===== src/rtl/pktctrl_pkg.sv =====
// Shared constants and FSM encoding for the MDIO capture-memory dump path.
package pktctrl_pkg;
  localparam int NUM_MEM = 96;
  localparam int ADDR_W  = 15;
  localparam int DATA_W  = 9;
  localparam int SEL_W   = 7;
  localparam int CSUM_W  = 16;

  localparam logic [SEL_W-1:0] LAST_SEL = SEL_W'(NUM_MEM - 1);

  typedef enum logic [2:0] {
    IDLE,
    ISSUE,
    WAIT,
    HOLD,
    DONE
  } dump_state_e;
endpackage


===== src/rtl/mdio_mem_dump_seq_if.sv =====
// Host control, memory-read request and dump-word handshake of the dump sequencer.
// master = sequencer side, slave = rf register block / memory-read mux side.
interface mdio_mem_dump_seq_if;
  import pktctrl_pkg::*;

  logic              start;
  logic              abort;
  logic [SEL_W-1:0]  start_sel;
  logic [ADDR_W-1:0] start_addr;
  logic              rd_en;
  logic [SEL_W-1:0]  rd_sel;
  logic [ADDR_W-1:0] rd_addr;
  logic [DATA_W-1:0] rd_data;
  logic              data_vld;
  logic [DATA_W-1:0] data;
  logic              data_ack;
  logic              busy;
  logic              done;
  logic              err;
`ifdef MDIO_DUMP_CSUM_EN
  logic [CSUM_W-1:0] csum;
`endif

  modport master (
    input  start, abort, start_sel, start_addr, rd_data, data_ack,
    output rd_en, rd_sel, rd_addr, data_vld, data, busy, done, err
`ifdef MDIO_DUMP_CSUM_EN
    , output csum
`endif
  );

  modport slave (
    output start, abort, start_sel, start_addr, rd_data, data_ack,
    input  rd_en, rd_sel, rd_addr, data_vld, data, busy, done, err
`ifdef MDIO_DUMP_CSUM_EN
    , input csum
`endif
  );
endinterface


===== src/rtl/mdio_dump_addr_cnt.sv =====
// Memory select / word address counter: load, +1 advance with select carry on address wrap.
// last flags the final word of the final memory; counter updates one cycle after load/adv.
module mdio_dump_addr_cnt
  import pktctrl_pkg::*;
(
  input  logic              clk,
  input  logic              rstn,
  input  logic              load,
  input  logic              adv,
  input  logic [SEL_W-1:0]  ld_sel,
  input  logic [ADDR_W-1:0] ld_addr,
  output logic [SEL_W-1:0]  sel,
  output logic [ADDR_W-1:0] addr,
  output logic              last
);

  always_ff @(posedge clk or negedge rstn) begin
    if (!rstn) begin
      sel  <= '0;
      addr <= '0;
    end else if (load) begin
      sel  <= ld_sel;
      addr <= ld_addr;
    end else if (adv) begin
      addr <= addr + 1'b1;
      if (&addr) sel <= sel + 1'b1;
    end
  end

  assign last = (sel == LAST_SEL) && (&addr);

endmodule


===== src/rtl/mdio_mem_dump_seq.sv =====
// Walks capture memories word by word: one rd_en per word, word held on data_vld until data_ack
// (no advance while unacked); rd_en->data_vld = RD_LAT+1 cycles. Optional csum output: MDIO_DUMP_CSUM_EN.
module mdio_mem_dump_seq
  import pktctrl_pkg::*;
#(
  parameter int RD_LAT = 2
) (
  input logic                 clk,
  input logic                 rstn,
  mdio_mem_dump_seq_if.master bus
);

  localparam int LAT_W = $clog2(RD_LAT + 1);

  dump_state_e       state;
  logic [LAT_W-1:0]  lat_cnt;
  logic              rd_en;
  logic              data_vld;
  logic [DATA_W-1:0] data;
  logic              busy;
  logic              done;
  logic              err;
  logic              sel_ok;
  logic              start_ok;
  logic              cnt_adv;
  logic              last;
  logic [SEL_W-1:0]  cur_sel;
  logic [ADDR_W-1:0] cur_addr;
`ifdef MDIO_DUMP_CSUM_EN
  logic [CSUM_W-1:0] csum;
`endif

  assign sel_ok   = int'(bus.start_sel) < NUM_MEM;
  assign start_ok = bus.start && sel_ok && !bus.abort && (state == IDLE);
  // Counter moves only on an accepted word that is not the final one; abort blocks it.
  assign cnt_adv  = (state == HOLD) && bus.data_ack && !bus.abort && !last;

  mdio_dump_addr_cnt u_addr_cnt (
    .clk     (clk),
    .rstn    (rstn),
    .load    (start_ok),
    .adv     (cnt_adv),
    .ld_sel  (bus.start_sel),
    .ld_addr (bus.start_addr),
    .sel     (cur_sel),
    .addr    (cur_addr),
    .last    (last)
  );

  always_ff @(posedge clk or negedge rstn) begin
    if (!rstn) begin
      state    <= IDLE;
      lat_cnt  <= '0;
      rd_en    <= 1'b0;
      data_vld <= 1'b0;
      data     <= '0;
      busy     <= 1'b0;
      done     <= 1'b0;
      err      <= 1'b0;
`ifdef MDIO_DUMP_CSUM_EN
      csum     <= '0;
`endif
    end else begin
      rd_en <= 1'b0;
      if (bus.abort) begin
        state    <= IDLE;
        busy     <= 1'b0;
        data_vld <= 1'b0;
      end else begin
        case (state)
          IDLE: begin
            if (start_ok) begin
              done  <= 1'b0;
              err   <= 1'b0;
              busy  <= 1'b1;
              rd_en <= 1'b1;
              state <= ISSUE;
`ifdef MDIO_DUMP_CSUM_EN
              csum  <= '0;
`endif
            end else if (bus.start) begin
              err <= 1'b1;
            end
          end
          ISSUE: begin
            lat_cnt <= LAT_W'(RD_LAT);
            state   <= WAIT;
          end
          WAIT: begin
            lat_cnt <= lat_cnt - 1'b1;
            if (lat_cnt == LAT_W'(1)) begin
              data     <= bus.rd_data;
              data_vld <= 1'b1;
              state    <= HOLD;
            end
          end
          HOLD: begin
            if (bus.data_ack) begin
              data_vld <= 1'b0;
`ifdef MDIO_DUMP_CSUM_EN
              csum     <= csum + CSUM_W'(data);
`endif
              if (last) begin
                done  <= 1'b1;
                busy  <= 1'b0;
                state <= DONE;
              end else begin
                rd_en <= 1'b1;
                state <= ISSUE;
              end
            end
          end
          DONE:    state <= IDLE;
          default: state <= IDLE;
        endcase
      end
    end
  end

  assign bus.rd_en    = rd_en;
  assign bus.rd_sel   = cur_sel;
  assign bus.rd_addr  = cur_addr;
  assign bus.data_vld = data_vld;
  assign bus.data     = data;
  assign bus.busy     = busy;
  assign bus.done     = done;
  assign bus.err      = err;
`ifdef MDIO_DUMP_CSUM_EN
  assign bus.csum     = csum;
`endif

endmodule


===== src/flat_wrapper.sv =====
// flat-port wrapper written by rule: the top's interface ports become plain ports
module mdio_mem_dump_seq_flat import pktctrl_pkg::*;
#(
  parameter int RD_LAT = 2
)
  (clk, rstn, bus_start, bus_abort, bus_start_sel, bus_start_addr, bus_rd_data, bus_data_ack, bus_rd_en, bus_rd_sel, bus_rd_addr, bus_data_vld, bus_data, bus_busy, bus_done, bus_err);
  mdio_mem_dump_seq_if bus_i ();
  input logic clk;
  input logic rstn;
  input wire logic [$bits(bus_i.start)-1:0] bus_start;
  input wire logic [$bits(bus_i.abort)-1:0] bus_abort;
  input wire logic [$bits(bus_i.start_sel)-1:0] bus_start_sel;
  input wire logic [$bits(bus_i.start_addr)-1:0] bus_start_addr;
  input wire logic [$bits(bus_i.rd_data)-1:0] bus_rd_data;
  input wire logic [$bits(bus_i.data_ack)-1:0] bus_data_ack;
  output wire logic [$bits(bus_i.rd_en)-1:0] bus_rd_en;
  output wire logic [$bits(bus_i.rd_sel)-1:0] bus_rd_sel;
  output wire logic [$bits(bus_i.rd_addr)-1:0] bus_rd_addr;
  output wire logic [$bits(bus_i.data_vld)-1:0] bus_data_vld;
  output wire logic [$bits(bus_i.data)-1:0] bus_data;
  output wire logic [$bits(bus_i.busy)-1:0] bus_busy;
  output wire logic [$bits(bus_i.done)-1:0] bus_done;
  output wire logic [$bits(bus_i.err)-1:0] bus_err;
  assign bus_i.start = bus_start;
  assign bus_i.abort = bus_abort;
  assign bus_i.start_sel = bus_start_sel;
  assign bus_i.start_addr = bus_start_addr;
  assign bus_i.rd_data = bus_rd_data;
  assign bus_i.data_ack = bus_data_ack;
  assign bus_rd_en = bus_i.rd_en;
  assign bus_rd_sel = bus_i.rd_sel;
  assign bus_rd_addr = bus_i.rd_addr;
  assign bus_data_vld = bus_i.data_vld;
  assign bus_data = bus_i.data;
  assign bus_busy = bus_i.busy;
  assign bus_done = bus_i.done;
  assign bus_err = bus_i.err;
  mdio_mem_dump_seq #(.RD_LAT(RD_LAT)) u_core (.clk(clk), .rstn(rstn), .bus(bus_i));
endmodule

===== config.mk =====
export PLATFORM = sky130hd
export DESIGN_NAME = mdio_mem_dump_seq_flat
export DESIGN_NICKNAME = d
export VERILOG_FILES = /design/src/rtl/pktctrl_pkg.sv /design/src/rtl/mdio_mem_dump_seq_if.sv /design/src/rtl/mdio_dump_addr_cnt.sv /design/src/rtl/mdio_mem_dump_seq.sv /design/src/flat_wrapper.sv
export SDC_FILE = /design/constraint.sdc
export NUM_CORES = 1
export LEC_CHECK = 0
export CAP_MARGIN = 5
export CORE_MARGIN = 2
export CORE_UTILIZATION = 35
export DETAILED_ROUTE_END_ITERATION = 10
export PLACE_DENSITY = 0.71
export RECOVER_POWER = 100
export SLEW_MARGIN = 0
export SYNTH_ARGS = -nofsm -noshare
export SYNTH_HDL_FRONTEND = slang
export SYNTH_HIERARCHICAL = 1
export SYNTH_SLANG_ARGS = --single-unit

===== constraint.sdc =====
create_clock -name clk -period 5.1 [get_ports clk]
set_input_delay 0.765 -clock clk [delete_from_list [all_inputs] [get_ports clk]]
set_output_delay 0.765 -clock clk [all_outputs]
set_load 0.01 [all_outputs]

==> results.py, run 1 <==
metrics = {
    "clock_tree": {
        "insertion_delay_ns": 0.30,
        "cts.sinks": 41,
        "cts_resized": 0,
        "postCtsHoldBufs": 0,
        "cts_tree": "yes",
        "cts_made_buffers": 5,
        "cts_setup_buffers": 0,
        "path_clk_slew_ns": 0.07,
        "cts_max_level": 2,
        "clock_tree.root_cell": "clkbuf_8",
        "clock_path_buffers": 2,
    },
    "global_routing": {
        "first_global_vias": 1793,
        "grt_usage_pct": 16.2,
        "grt_antenna_before_repair": 0,
        "grt_max_degree": 42,
        "grt_pass1_wl_um": 8310,
        "grt_overflow": 0,
    },
    "logic_synthesis": {
        "ys_warn_count": 6,
        "synthTopCellsByCount": "41 x dfrtp_1, 27 x nand2_1, 19 x o21ai_0",
        "ys_types": 42,
        "syn-num-nets": 257,
        "async_flop_share_pct": 100,
        "synthCells": 218,
        "synth_top_area_share_pct": 47.9,
        "yosys_register_bits": 41,
        "syn_area_per_cell_um2": 9.82,
        "synth_area_leaders": "dfrtp_1 48%, mux2_2 4.7%, nand2_1 4.7%",
        "yosys.area.top_type": "dfrtp_1",
        "seq_area_frac_synth_pct": 47.9,
        "yosysMostFrequentCell": "dfrtp_1",
        "synth_edf_count": 0,
        "syn_area_um2": 2140,
        "synth_flop_cell": "dfrtp_1",
    },
    "timing": {
        "slew_viol_final": 42,
        "setup_viol": 0,
        "fin_skew_ns": 0.00539,
        "hold_viol": 0,
        "relSlewSlack_pct": -46.8,
        "period_share_pct": 74.6,
        "period_needed_ns": 3.80,
        "tightest_slew_ns": 2.20,
        "rsz0062_at_grt": "false",
        "setup_ws_ns": 1.30,
        "clock.fmax_mhz": 263,
        "setup_tns_ns": 0,
    },
    "critical_path": {
        "end_kind": "flop",
        "critPathLaunchType": "input port",
        "criticalPathCategory": "in2reg",
        "r2r_slack_ns": 1.66,
        "required_ns": 5.29,
        "cp_cell_sequence": "dlygate4sd3_1 -> nor2b_1 -> a21boi_0 -> nand2_1 -> inv_1 -> clkbuf_1 -> inv_1 -> nand2_1 -> nor2_1 -> a221o_1",
        "slowest_stage": "clkbuf_1",
        "critPathArrivalTime_ns": 3.99,
        "worstPathMaxFanout": 39,
        "max_stage_delay_ns": 0.96,
    },
    "power": {
        "p_leak_nw": 1.22,
        "worst_ir_drop_vdd_v": 0.000188,
        "p_per_area_nw_per_um2": 420,
    },
    "status": {
        "status": "finished, violations left",
        "violations": "capacitance limit, slew limit",
    },
    "die": {
        "placementRows": 28,
        "core_area_um2": 5920,
        "initial_core_util_pct": 36.2,
        "ios": 72,
        "die-area_um2": 6760,
        "die_y_um": 82.2,
        "die_x_um": 82.2,
    },
    "placement": {
        "portBuffers": 71,
        "gp_congestion": 0.759,
        "dpl.hpwl_um": 3780,
        "pre_cts_slack_ns": 1.79,
    },
    "routing": {
        "vias": 1836,
        "drtIter0Drc": 120,
        "detail-route-antenna-nets": 0,
        "route.detailed.drc": 0,
        "vias_per_cell": 5.04,
        "wire_per_inst_um": 14.0,
        "drt-total-wl_um": 5080,
        "drt_pass1_iterations": 5,
    },
    "flow_run": {
        "drv_cap": 1,
    },
    "layout": {
        "syn_to_final_growth_pct": 38.0,
        "fin_nets": 328,
        "fillers": 562,
        "insertedDiodeCount": 0,
        "drive_above_1_share_pct": 7.96,
    },
    "hold_path": {
        "holdCritPathClass": "reg2reg",
    },
}
## report_power, final
part           switching (mW)  internal, mW
sequential              0.122         0.434
clock                   0.109         0.107
combinational           0.200         0.267
total                   0.431         0.808
## cells by family after synthesis
logic type,synth area share [%]
AO/OA/AOI/OAI,12.0
XOR/XNOR,4.91
adder cells (fa/ha/maj),1.75
buffers and inverters,4.03
flip-flops,47.9
multiplexers,6.60
AND/OR/NAND/NOR,22.8
## worst max-delay path: cells and delay by family
| kind | cells | cell delay, ns |
|---|---|---|
| AND/OR/NAND/NOR | 4 | 0.54 |
| AO/OA/AOI/OAI | 2 | 0.53 |
| buffers and inverters | 4 | 2.15 |
## layout by cell type, fill, tap and decap left out, types with 4 or more instances in the layout
master / instances
nand2_1: 27
clkdlybuf4s50_1: 33
xnor2_1: 9
nor2_1: 18
clkbuf_1: 4
o21ai_0: 19
nand4_1: 6
dlygate4sd3_1: 37
mux2_2: 9
nand3_1: 9
mux2i_1: 4
nor4_1: 7
a31oi_1: 5
dfrtp_1: 41
nor3_1: 8
clkbuf_8: 6
inv_1: 10
## flip-flops by register name, indices dropped and copies added (netlist names)
signal                  count
u_core/bus.done             1
u_core/bus.data_vld         1
u_core/bus.data             9
u_core/bus.rd_en            1
u_core/lat_cnt              2
u_core/u_addr_cnt/addr     15
u_core/u_addr_cnt/sel       7
u_core/state                3
u_core/bus.busy             1
u_core/bus.err              1
## worst paths after layout
kind                                            from                         end  cells past startpoint
setup / recovery                           bus_abort  u_core/u_addr_cnt/addr[11]                     10
setup reg to reg           u_core/u_addr_cnt/addr[0]  u_core/u_addr_cnt/addr[11]                      9
max in group asynchronous                       rstn             u_core/state[2]                      1
hold / removal                    u_core/bus.data[5]          u_core/bus.data[5]                      1
min in group asynchronous                       rstn             u_core/state[1]                      1
hold reg to reg                   u_core/bus.data[5]          u_core/bus.data[5]                      1
## metrics by stage
| step | power (mW) | cell area, µm² | utilization, % | instances | hold slack, ns |
|---|---|---|---|---|---|
| 3_3_place_gp | 1.07 | 2910 | 49.1 | 357 | 0.489 |
| 2_1_floorplan | 0.792 | 2140 | - | 218 | 0.469 |
| 3_5_place_dp | 1.08 | 2910 | 49.1 | 357 | 0.498 |
| 4_1_cts | 1.31 | 2990 | 50.5 | 364 | 0.517 |
| 5_1_grt | 1.34 | 2950 | 49.9 | 364 | 0.535 |
| 6_report | 1.24 | 2950 | 49.9 | 364 | 0.505 |
## layer usage
| metal | share of wire [%] | up-vias | wire length [µm] | GRT usage, % |
|---|---|---|---|---|
| met3 | 4.9 | 8 | 251 | 3.15 |
| li1 | - | 918 | - | - |
| met5 | 0 | - | 0 | 0 |
| met1 | 44 | 865 | 2230 | 21.0 |
| met4 | 1.8 | 0 | 89 | 6.50 |
| met2 | 49 | 45 | 2510 | 26.6 |
## layout make-up
cell class	count	area [µm²]	share of cell area, %
repair buffers	73	712	24.1
multi-input cells	158	998	33.8
clock buffers	7	86.3	2.92
inverters	10	37.5	1.27
flip-flops and latches	41	1030	34.7
well taps	75	93.8	3.18
(Power assumes the default switching activity.)
==> run 2, diff against run 1 <==
--- a/config.mk
+++ b/config.mk
@@ -9,7 +9,7 @@
 export CORE_MARGIN = 2
 export CORE_UTILIZATION = 35
 export DETAILED_ROUTE_END_ITERATION = 10
-export PLACE_DENSITY = 0.71
+export PLACE_DENSITY = 0.74
 export RECOVER_POWER = 100
 export SLEW_MARGIN = 0
 export SYNTH_ARGS = -nofsm -noshare
==> constraint.sdc (replaced) <==
create_clock -name clk -period 3.4 [get_ports clk]
set_input_delay 0.51 -clock clk [delete_from_list [all_inputs] [get_ports clk]]
set_output_delay 0.51 -clock clk [all_outputs]
set_load 0.01 [all_outputs]
==> run 2 against run 1 <==
  * The run still ends with capacitance limit, slew limit left
  * Die area unchanged
  * Flip-flop and latch count unchanged
  * Critical path depth increased by 2
  * Highest routed layer unchanged
  * Combinational power rose by 51%
  * Via count rose by 2.2%
==> results.py, run 2 (synthesized netlist as in run 1, its figures left out) <==
metrics = {
    "status": {
        "status": "finished, violations left",
        "violations": "capacitance limit, slew limit",
    },
    "clock_tree": {
        "postCtsHoldBufs": 0,
        "cts_setup_buffers": 0,
        "cts_resized": 0,
        "cts_made_buffers": 5,
        "clock_tree.root_cell": "clkbuf_8",
        "insertion_delay_ns": 0.29,
        "cts_max_level": 2,
        "cts.sinks": 41,
        "cts_tree": "yes",
        "path_clk_slew_ns": 0.07,
        "clock_path_buffers": 2,
    },
    "routing": {
        "met3_length_um": 262,
        "top_layer": "met4",
        "route.detailed.drc": 0,
        "wl_met2_um": 2380,
        "vias": 1877,
        "drt-met1-wl_um": 2360,
        "drt-total-wl_um": 5080,
        "drtIter0Drc": 123,
        "wire_per_inst_um": 13.8,
        "detail-route-antenna-nets": 0,
        "vias_per_cell": 5.10,
        "drt_pass1_iterations": 4,
    },
    "timing": {
        "slew_viol_final": 42,
        "period_share_pct": 88.6,
        "setup_ws_ns": 0.388,
        "setup_viol": 0,
        "period_needed_ns": 3.01,
        "relSlewSlack_pct": -44.9,
        "fin_skew_ns": 0.00414,
        "hold_viol": 0,
        "rsz0062_at_grt": "false",
        "tightest_slew_ns": 2.17,
        "clock.fmax_mhz": 332,
        "setup_tns_ns": 0,
    },
    "layout": {
        "largest_register_ffs": 15,
        "fin_nets": 331,
        "regMostFlops": "u_core/u_addr_cnt/addr",
        "syn_to_final_growth_pct": 38.7,
        "insertedDiodeCount": 0,
        "drive_above_1_share_pct": 8.87,
        "postLayoutCellArea_um2": 2970,
        "final_cell_mix": "41 x dfrtp_1, 37 x dlygate4sd3_1, 33 x clkdlybuf4s50_1",
        "largestRegisters": "u_core/u_addr_cnt/addr: 15 flops, u_core/bus.data: 9 flops, u_core/u_addr_cnt/sel: 7 flops",
        "final_util_pct": 50.1,
        "layout_commonest_cell": "dfrtp_1",
        "fillers": 567,
    },
    "power": {
        "p_per_area_nw_per_um2": 620,
        "p_sw_share_pct": 35.0,
        "clkPwrFrac_pct": 16.5,
        "p_comb_share_pct": 38.3,
        "p_leak_nw": 1.24,
        "p_switching_mw": 0.645,
        "p_seq_share_pct": 45.2,
        "worst_ir_drop_vdd_v": 0.000253,
        "intPower_mw": 1.20,
    },
    "flow_run": {
        "drv_cap": 1,
    },
    "placement": {
        "pre_cts_slack_ns": 0.453,
        "gp_congestion": 0.825,
        "dpl.hpwl_um": 3750,
        "place_area_um2": 2930,
        "portBuffers": 71,
    },
    "die": {
        "initial_core_util_pct": 36.2,
        "core_area_um2": 5920,
        "ios": 72,
        "placementRows": 28,
        "die_x_um": 82.2,
        "die_y_um": 82.2,
        "die-area_um2": 6760,
    },
    "global_routing": {
        "grt_pass1_wl_um": 8380,
        "first_global_vias": 1820,
        "grt_usage_pct": 16.0,
        "grt_overflow": 0,
        "grt_max_degree": 42,
        "grt_antenna_before_repair": 0,
    },
    "critical_path": {
        "worstPathMaxFanout": 10,
        "critPathArrivalTime_ns": 3.23,
        "critPathLaunchType": "flop",
        "criticalPathCategory": "reg2reg",
        "required_ns": 3.62,
        "end_kind": "flop",
    },
    "hold_path": {
        "holdCritPathClass": "reg2reg",
    },
}
## run 2: changes by cell type in the layout (fill, tap and decap cells not counted), sizes merged
cell / change
buf: +3
clkbuf: +1
## run 2: routing by layer
layer	vias up	GRT usage, %
li1	919	-
met1	900	22.2
met2	47	24.7
met3	11	4.57
met4	0	3.83
met5	-	0
## run 2: power by group through the flow
| stage | registers [mW] | clock network (mW) | logic [mW] |
|---|---|---|---|
| after floorplan | 0.876 | 0 | 0.313 |
| after global placement | 0.851 | 0 | 0.750 |
| after detailed placement | 0.853 | 0 | 0.770 |
| after CTS | 0.847 | 0.316 | 0.774 |
| after global routing | 0.865 | 0.339 | 0.777 |
| final | 0.832 | 0.304 | 0.705 |
## run 2: final cells by class
type	instances	area, µm²	area share [%]
Timing Repair Buffer	76	736	24.8
Inverter	10	37.5	1.26
Multi-Input combinational cell	158	996	33.5
Sequential cell	41	1030	34.6
Tap cell	75	93.8	3.16
Clock buffer	8	80.1	2.70
## run 2: critical path: stages (launching register included)
cell and delay (ns):
dfrtp_1 0.42, ha_1 0.24, nand4_1 0.25, or4_4 0.62
nor4_1 0.25, buf_4 0.18, nor3_1 0.07, buf_4 0.21
nand4_1 0.10, nor4_1 0.05, buf_4 0.17, a21bo_2 0.21
a31oi_1 0.15
## run 2: per-stage QoR
stage,cells,total power [mW],hold WS (ns)
after floorplan,218,1.19,0.214
after global placement,360,1.60,0.490
after detailed placement,360,1.62,0.494
after CTS,368,1.94,0.383
after global routing,368,1.98,0.527
final,368,1.84,0.503
## run 2: worst paths after layout
kind | from | slack (ns) | end | depth (start not counted)
max | u_core/u_addr_cnt/addr[0] | 0.39 | u_core/u_addr_cnt/sel[2] | 12
min | u_core/bus.data[2] | 0.50 | u_core/bus.data[2] | 1
max reg2reg | u_core/u_addr_cnt/addr[0] | 0.39 | u_core/u_addr_cnt/sel[2] | 12
min reg2reg | u_core/bus.data[2] | 0.50 | u_core/bus.data[2] | 1
max in group asynchronous | rstn | 1.31 | u_core/u_addr_cnt/sel[5] | 1
min in group asynchronous | rstn | 0.85 | u_core/state[1] | 1
==> run 3, diff against run 2 <==
--- a/config.mk
+++ b/config.mk
@@ -6,9 +6,12 @@
 export NUM_CORES = 1
 export LEC_CHECK = 0
 export CAP_MARGIN = 5
+export CORE_ASPECT_RATIO = 0.9
 export CORE_MARGIN = 2
 export CORE_UTILIZATION = 35
+export CTS_CLUSTER_SIZE = 28
 export DETAILED_ROUTE_END_ITERATION = 10
+export HOLD_SLACK_MARGIN = 0.03
 export PLACE_DENSITY = 0.74
 export RECOVER_POWER = 100
 export SLEW_MARGIN = 0
==> run 3 against run 2 <==
  * Critical path type unchanged
  * Global-route usage shrank 0.44 points
  * Flip-flop and latch count is the same
  * Sequential share of layout area about the same
  * Final area is 0.13% higher
  * The run still ends with capacitance limit, slew limit left
  * Highest routed layer unchanged
==> results.py, run 3 (synthesized netlist as in run 1, its figures left out) <==
metrics = {
    "status": {
        "status": "finished, violations left",
        "violations": "capacitance limit, slew limit",
    },
    "clock_tree": {
        "path_clk_slew_ns": 0.08,
        "cts_max_level": 2,
        "cts_setup_buffers": 0,
        "clock_path_buffers": 2,
        "insertion_delay_ns": 0.29,
        "cts.sinks": 41,
        "cts_tree": "yes",
        "postCtsHoldBufs": 0,
        "clock_tree.root_cell": "clkbuf_8",
        "cts_made_buffers": 5,
        "cts_resized": 0,
    },
    "timing": {
        "relSlewSlack_pct": -48.3,
        "setup_viol": 0,
        "period_needed_ns": 3.02,
        "rsz0062_at_grt": "false",
        "tightest_slew_ns": 2.22,
        "fin_skew_ns": 0.0110,
        "setup_tns_ns": 0,
        "hold_viol": 0,
        "clock.fmax_mhz": 331,
        "slew_viol_final": 42,
        "timing.hold.ws_ns": 0.482,
        "period_share_pct": 88.9,
    },
    "layout": {
        "fillers": 590,
        "insertedDiodeCount": 0,
        "seqCellArea_um2": 1030,
        "largestRegisters": "u_core/u_addr_cnt/addr: 15 flops, u_core/bus.data: 9 flops, u_core/u_addr_cnt/sel: 7 flops",
        "regMostFlops": "u_core/u_addr_cnt/addr",
        "postLayoutCellArea_um2": 2970,
        "fin_nets": 333,
        "layout_commonest_cell": "dfrtp_1",
        "syn_to_final_growth_pct": 38.9,
        "final_cell_mix": "41 x dfrtp_1, 37 x dlygate4sd3_1, 33 x clkdlybuf4s50_1",
        "largest_register_ffs": 15,
        "multiInputGateArea_um2": 1000,
        "drive_above_1_share_pct": 9.22,
    },
    "global_routing": {
        "grt_antenna_before_repair": 0,
        "grt_usage_pct": 15.6,
        "grt_max_degree": 42,
        "grt_pass1_wl_um": 8470,
        "first_global_vias": 1833,
        "grt_overflow": 0,
    },
    "power": {
        "p_seq_share_pct": 45.4,
        "p_sw_share_pct": 35.0,
        "p_leak_nw": 1.24,
        "worst_ir_drop_vdd_v": 0.000341,
        "p_comb_share_pct": 38.5,
        "intPower_mw": 1.19,
        "clkPwrFrac_pct": 16.1,
        "p_per_area_nw_per_um2": 614,
        "p_switching_mw": 0.639,
    },
    "routing": {
        "vias": 1842,
        "wire_per_inst_um": 13.5,
        "route.detailed.drc": 0,
        "drt_pass1_iterations": 4,
        "detail-route-antenna-nets": 0,
        "vias_per_cell": 5.05,
        "drt-total-wl_um": 4910,
        "drtIter0Drc": 116,
    },
    "critical_path": {
        "critPathArrivalTime_ns": 3.24,
        "path_buf_inv": 3,
        "critPathTopFamily": "simple AND/OR/NAND/NOR gates",
        "criticalPathCategory": "reg2reg",
        "slowest_stage": "or4_1",
        "cp_cell_sequence": "ha_1 -> nand4_1 -> or4_1 -> nor4_1 -> clkbuf_1 -> nor3_1 -> buf_4 -> nand4_1 -> nor4_2 -> buf_4 -> a21bo_2 -> a31oi_1",
        "worstPathMaxFanout": 7,
        "critPathLaunchType": "flop",
        "required_ns": 3.61,
        "max_stage_delay_ns": 0.64,
        "end_kind": "flop",
    },
    "die": {
        "die_y_um": 78.2,
        "die_x_um": 86.4,
        "die-area_um2": 6760,
        "placementRows": 27,
        "initial_core_util_pct": 35.6,
        "ios": 72,
        "core_area_um2": 6010,
    },
    "placement": {
        "gp_congestion": 0.780,
        "portBuffers": 71,
        "place_area_um2": 2940,
        "dpl.hpwl_um": 3690,
    },
    "flow_run": {
        "drv_cap": 1,
    },
    "hold_path": {
        "holdCritPathClass": "reg2reg",
    },
}
## run 3: cell types whose count changed in the layout (fill, tap and decap cells not counted)
cell      delta
clkbuf_2     -1
clkinv_2     +1
nor3_1       -1
nor3_2       +1
nor4_1       -1
nor4_2       +1
or4_1        +1
or4_4        -1
## run 3: final timing paths
kind | start | endpoint | slack (ns) | cells after the start
max | u_core/u_addr_cnt/addr[0] | u_core/u_addr_cnt/sel[2] | 0.38 | 12
max in group asynchronous | rstn | u_core/u_addr_cnt/addr[5] | 1.25 | 1
max reg2reg | u_core/u_addr_cnt/addr[0] | u_core/u_addr_cnt/sel[2] | 0.38 | 12
min in group asynchronous | rstn | u_core/u_addr_cnt/sel[2] | 0.88 | 1
min | u_core/bus.done | u_core/bus.done | 0.48 | 1
min reg2reg | u_core/bus.done | u_core/bus.done | 0.48 | 1
## run 3: layout make-up
| type | count | area share, % |
|---|---|---|
| well taps | 72 | 3.03 |
| repair buffers | 78 | 25.0 |
| multi-input cells | 158 | 33.8 |
| inverters | 10 | 1.26 |
| clock inverters | 1 | 0.168 |
| clock buffers | 5 | 2.31 |
| flip-flops and latches | 41 | 34.5 |
## run 3: per-layer routing
metal	track usage, %	wire, µm	share of wire [%]	up-vias
met5	0	0	0	-
met4	3.91	15	0.31	0
met3	4.42	296	6.0	2
met2	23.8	2240	46	52
met1	21.7	2360	48	860
li1	-	-	-	928
## run 3: power groups by stage
stage / sequential (mW) / clock (mW) / combinational [mW]
final: 0.829 / 0.294 / 0.703
after global routing: 0.865 / 0.327 / 0.777
after CTS: 0.843 / 0.309 / 0.774
after detailed placement: 0.851 / 0 / 0.768
after global placement: 0.845 / 0 / 0.751
after floorplan: 0.876 / 0 / 0.313
## run 3: per-stage QoR
stage	std cells	power, mW	util, %	setup slack, ns
after floorplan	218	1.19	-	0.570
after global placement	359	1.60	48.9	0.468
after detailed placement	359	1.62	48.9	0.399
after CTS	365	1.93	50.1	0.508
after global routing	365	1.97	49.4	0.178
final	365	1.83	49.4	0.379
==> variant 1 (config.mk and constraints of run 2) <==
`RD_LAT` is set to 2 in 2 places; all go to 4.
--- a/src/rtl/mdio_mem_dump_seq.sv
+++ b/src/rtl/mdio_mem_dump_seq.sv
@@ -3,7 +3,7 @@
 module mdio_mem_dump_seq
   import pktctrl_pkg::*;
 #(
-  parameter int RD_LAT = 2
+  parameter int RD_LAT = 4
 ) (
   input logic                 clk,
   input logic                 rstn,
--- a/src/flat_wrapper.sv
+++ b/src/flat_wrapper.sv
@@ -1,7 +1,7 @@
 // flat-port wrapper written by rule: the top's interface ports become plain ports
 module mdio_mem_dump_seq_flat import pktctrl_pkg::*;
 #(
-  parameter int RD_LAT = 2
+  parameter int RD_LAT = 4
 )
   (clk, rstn, bus_start, bus_abort, bus_start_sel, bus_start_addr, bus_rd_data, bus_data_ack, bus_rd_en, bus_rd_sel, bus_rd_addr, bus_data_vld, bus_data, bus_busy, bus_done, bus_err);
   mdio_mem_dump_seq_if bus_i ();
Check against the original RTL: not equivalent (a bounded check fails within 10 cycles, from zero or initial values and one cycle with rstn low).
==> variant 1 against run 2 <==
  * The flow still finishes with violations (max-capacitance violations, max-slew violations)
  * Non-clock buffer count fell by 2
  * Critical path type unchanged
  * Sequential share of layout area fell by 0.74 points
  * Synthesized cell count increased by 5.0%
  * Count of clock-buffer cells in the layout shrank 1
  * Wire length rose by 3.1%
  * Worst setup slack worse by 0.086 ns
  * Critical endpoint is now u_core/u_addr_cnt/addr[6]$_DFFE_PN0P_
  * Synthesized area rose by 4.8%
  * Sequential cell count rose by 1
  * Design area up 4.7%
  * Total power rose by 4.7%
==> variant 1: results (changes against run 2) <==
* Number of antenna diodes at 0 (unchanged)
* Drt wl/cell at 13.8 µm (about the same)
* Post-CTS sizing at 0 (unchanged)
* Postcts setup bufs at 0 (unchanged)
* Final count of pins violating max slew at 43 (+2.4%)
* Layout Cells excl Fill at 379 (+3.0%)
* Post-synth net total at 269 (+4.7%)
* Cell area after placement at 3030 µm² (+3.4%)
* Leading registers by flop count: u_core/u_addr_cnt/addr x15, u_core/bus.data x9, u_core/u_addr_cnt/sel x7
* H-Tree Level Count at 2 (unchanged)
* Final HPWL DP at 3870 µm (+3.3%)
* Worst hold path startpoint: u_core/bus.data[4]$_DFFE_PN0P_
* Worst-path maximum fanout at 7 (-3)
* Gr usage total at 0.149 (-0.0111)
* Clock skew at 0.00928 ns (+0.00513 ns)
* Synth area leaders: dfrtp_1, mux2_2, nand2_1
* Routability cong. at 0.788 (-4.5%)
* WL met3 at 289 µm (+10%)
* Met1 wire length at 2360 µm (about the same)
* Via count at 1951 (+3.9%)
* Failing checks: max-capacitance violations, max-slew violations
* CTS root buffer: clkbuf_8
* Synth cell types at 45 (+7.1%)
* Post-Place Cells at 371 (+3.1%)
* Synth top cells by count: dfrtp_1, nand2_1, o21ai_0
* Crit Path Class: flop to flop
* CP Capture Point: u_core/u_addr_cnt/addr[6]$_DFFE_PN0P_
* Global-route met2 utilization at 0.247 (about the same)
* Met1 Use GR at 0.192 (-0.0299)
* Worst Hold End: u_core/bus.data[4]$_DFFE_PN0P_
* Layout cells sized above 1 at 0.0828 (-0.00596)
* R2R depth at 11 (-1)
* Worst hold path class: flop to flop
* Syn Area/Cell at 9.80 µm² (-0.24%)
* Global-route wire length before repair at 8580 µm (+2.3%)
* Metal2 WL at 2550 µm (+7.0%)
* Status: finished with violations
* Vias in the first global route at 1853 (+1.8%)
* Setup ws final at 0.302 ns (-0.0864 ns)
* Drt first-iter violations at 112 (-8.9%)
* Top_reg_cell synth: dfrtp_1
* Post-synthesis sequential area ratio at 0.468 (-0.0108)
* Max stage delay on crit path at 0.60 ns (-0.02 ns)
* Met3 GRT Util at 0.0366 (-0.00905)
* Largest net degree at the start of global routing at 43 (+2.4%)
* Reg2reg start: u_core/u_addr_cnt/addr[0]$_DFFE_PN0P_
* CP top delay family: simple AND/OR/NAND/NOR gates
* Setup WS pre-CTS at 0.441 ns (-0.0118 ns)
* Worst EP arrival at 3.28 ns (+0.05 ns)
* Number of max-cap violations at 1 (unchanged)
* Yosys Warn Count at 6 (unchanged)
* Maximum vdd drop at 272 µV (+7.5%)
* Hold_ws at 0.501 ns (-0.00195 ns)
* Switch Pwr at 0.000654 W (+1.5%)
* CP max-delay cell: or4_4
* Net count, final at 341 (+3.0%)
* Pleak at 1.31 nW (+5.8%)
* Initial antenna violation count at 0 (unchanged)
* Worst slew pin tran at 2.21 ns (+0.0396 ns)
variant 1: cells by family after synthesis:
logic type	after synthesis	synth area share
AND/OR/NAND/NOR	91	0.232
adder cells (fa/ha/maj)	4	0.0223
multiplexers	12	0.0586
XOR/XNOR	12	0.0469
AO/OA/AOI/OAI	47	0.134
buffers and inverters	21	0.0379
flip-flops	42	0.468
variant 1: layout make-up:
cell class / count / area, µm²
Multi-Input combinational cell: 166 / 1090
Timing Repair Buffer: 74 / 723
Clock buffer: 7 / 76.3
Clock inverter: 1 / 30.0
Sequential cell: 42 / 1050
Fill cell: 608 / 3170
Tap cell: 77 / 96.3
Inverter: 12 / 45.0
variant 1: power groups by stage:
stage | sequential (W) | clock (W) | combinational, W
after floorplan | 0.000882 | 0 | 0.000325
after global placement | 0.000864 | 0 | 0.000746
after detailed placement | 0.000870 | 0 | 0.000758
after CTS | 0.000862 | 0.000403 | 0.000761
after global routing | 0.000882 | 0.000424 | 0.000767
final | 0.000849 | 0.000384 | 0.000694
==> variant 2 (flow settings as in run 2) <==
Without the edit above. Reset style: synchronous (`rstn`), changed in 2 clocked blocks.
--- a/src/rtl/mdio_dump_addr_cnt.sv
+++ b/src/rtl/mdio_dump_addr_cnt.sv
@@ -14,7 +14,7 @@
   output logic              last
 );
 
-  always_ff @(posedge clk or negedge rstn) begin
+  always_ff @(posedge clk) begin
     if (!rstn) begin
       sel  <= '0;
       addr <= '0;
--- a/src/rtl/mdio_mem_dump_seq.sv
+++ b/src/rtl/mdio_mem_dump_seq.sv
@@ -47,7 +47,7 @@
     .last    (last)
   );
 
-  always_ff @(posedge clk or negedge rstn) begin
+  always_ff @(posedge clk) begin
     if (!rstn) begin
       state    <= IDLE;
       lat_cnt  <= '0;
Formal check against the unedited RTL: differs if rstn is asserted again (counterexample within 4 cycles, from zero or initial values and one cycle with rstn low); with rstn held inactive, the same outputs for 10 cycles.
==> variant 2 against run 2 <==
  * Sequential cell count unchanged
  * Synthesized area grew 4.9%
  * Worst setup slack improved by 0.23 ns
  * Wire length is 6.7% higher
  * Cell count increased by 7.6%
  * Design area rose by 2.0%
  * Largest cell class is now multi-input gates
Power is not compared: it rests on default switching activity, and its combinational part moved more than twofold at a synthesized area within 25%.
==> variant 2: results (changes against run 2) <==
* Status: complete, no violations
* Max stage delay on crit path at 0.51 ns (-0.11 ns)
* Worst setup path start: u_core/u_addr_cnt/addr[8]$_SDFFE_PN0P_
* Ys async rst share at 0 (-1.00)
* Synth cell types at 48 (+14%)
* FMAX at 0.359 GHz (+8.1%)
* Post-Place Cells at 388 (+7.8%)
* Clock skew at 0.00776 ns (+0.00362 ns)
* Met1 wire length at 2540 µm (+7.9%)
* Vias in the first global route at 1983 (+9.0%)
* Cell area after placement at 2960 µm² (+1.2%)
* WL final at 5420 µm (+6.7%)
* Rel. slew slack at 0.310 (+0.759)
* Biggest area consumer among synthesized cells: dfxtp_1
* Syn Area/Cell at 8.77 µm² (-11%)
* Drt first-iter violations at 136 (+11%)
* Met1 Use GR at 0.209 (-0.0133)
* Synth top cells by count: dfxtp_1, nand2_1, o21ai_0
* Global-route met2 utilization at 0.249 (+0.00214)
* Gr usage total at 0.157 (-0.00284)
* # fillers at 613 (+8.1%)
* RR Endpoint: u_core/u_addr_cnt/addr[8]$_SDFFE_PN0P_
* Layout Cells excl Fill at 396 (+7.6%)
* CP max-delay cell: nor4_1
* WL met3 at 252 µm (-3.8%)
* Worst-path maximum fanout at 8 (-2)
* Clk buf depth at 2 (unchanged)
* Final HPWL DP at 4020 µm (+7.2%)
* Worst EP arrival at 2.93 ns (-0.30 ns)
* Setup WS pre-CTS at 0.561 ns (+0.108 ns)
* Postcts setup bufs at 0 (unchanged)
* Flop-to-flop setup slack at 0.61 ns (+0.23 ns)
* Post-synth net total at 295 (+15%)
* Synth area leaders: dfxtp_1, nand2_1, mux2i_1
* WHS Path Cells at 2 (+1)
* Routability cong. at 0.826 (about the same)
* Net count, final at 357 (+7.9%)
* Layout cells sized above 1 at 0.0721 (-0.0166)
* R2R depth at 11 (-1)
* Metal2 WL at 2480 µm (+4.2%)
* Largest net degree at the start of global routing at 33 (-21%)
* Via density at 5.32 (+4.3%)
* Met3 GRT Util at 0.0307 (-0.0150)
* Global-route wire length before repair at 9250 µm (+10%)
* Maximum vdd drop at 171 µV
variant 2: worst min path at each step:
stage                                      end  slack [ns]                             from
2_1_floorplan  u_core/bus.data[0]$_SDFFE_PN0P_        0.48  u_core/bus.data[0]$_SDFFE_PN0P_
3_3_place_gp   u_core/bus.data[3]$_SDFFE_PN0P_        0.44  u_core/bus.data[3]$_SDFFE_PN0P_
3_5_place_dp   u_core/bus.data[2]$_SDFFE_PN0P_        0.45  u_core/bus.data[2]$_SDFFE_PN0P_
4_1_cts        u_core/bus.data[8]$_SDFFE_PN0P_        0.47  u_core/bus.data[8]$_SDFFE_PN0P_
5_1_grt        u_core/bus.data[5]$_SDFFE_PN0P_        0.49  u_core/bus.data[5]$_SDFFE_PN0P_
6_report       u_core/bus.data[8]$_SDFFE_PN0P_        0.46  u_core/bus.data[8]$_SDFFE_PN0P_
variant 2: cell families after synthesis:
family,count (synthesis),synth area share
xor gates and xnor gates,11,0.0429
adders and majority gates,3,0.0167
buffers and inverters,29,0.0696
muxes,10,0.0446
DFF,41,0.365
and+or+nand+nor,106,0.294
AOI/OAI and AO/OA,56,0.167
variant 2: critical path, delay by kind of cell (launching register included):
family	cells	cell delay (ns)
AOI/OAI and AO/OA	1	0.07
xor gates and xnor gates	1	0.16
buffers and inverters	2	0.38
DFF	1	0.46
and+or+nand+nor	7	1.56
variant 2: layout make-up:
type                    count  area, µm²  share of cell area
well taps                  77       96.3              0.0318
clock buffers               8       80.1              0.0264
inverters                   8       30.0             0.00991
multi-input cells         186       1260               0.416
flip-flops and latches     41        821               0.271
repair buffers             76        741               0.245
variant 2: power breakdown:
part | internal, W | leakage, nW | switching (W)
registers | 0.000499 | 0.334 | 0.0000273
clock network | 0.000146 | 0.0395 | 0.000153
logic | 0.0000884 | 0.810 | 0.0000642
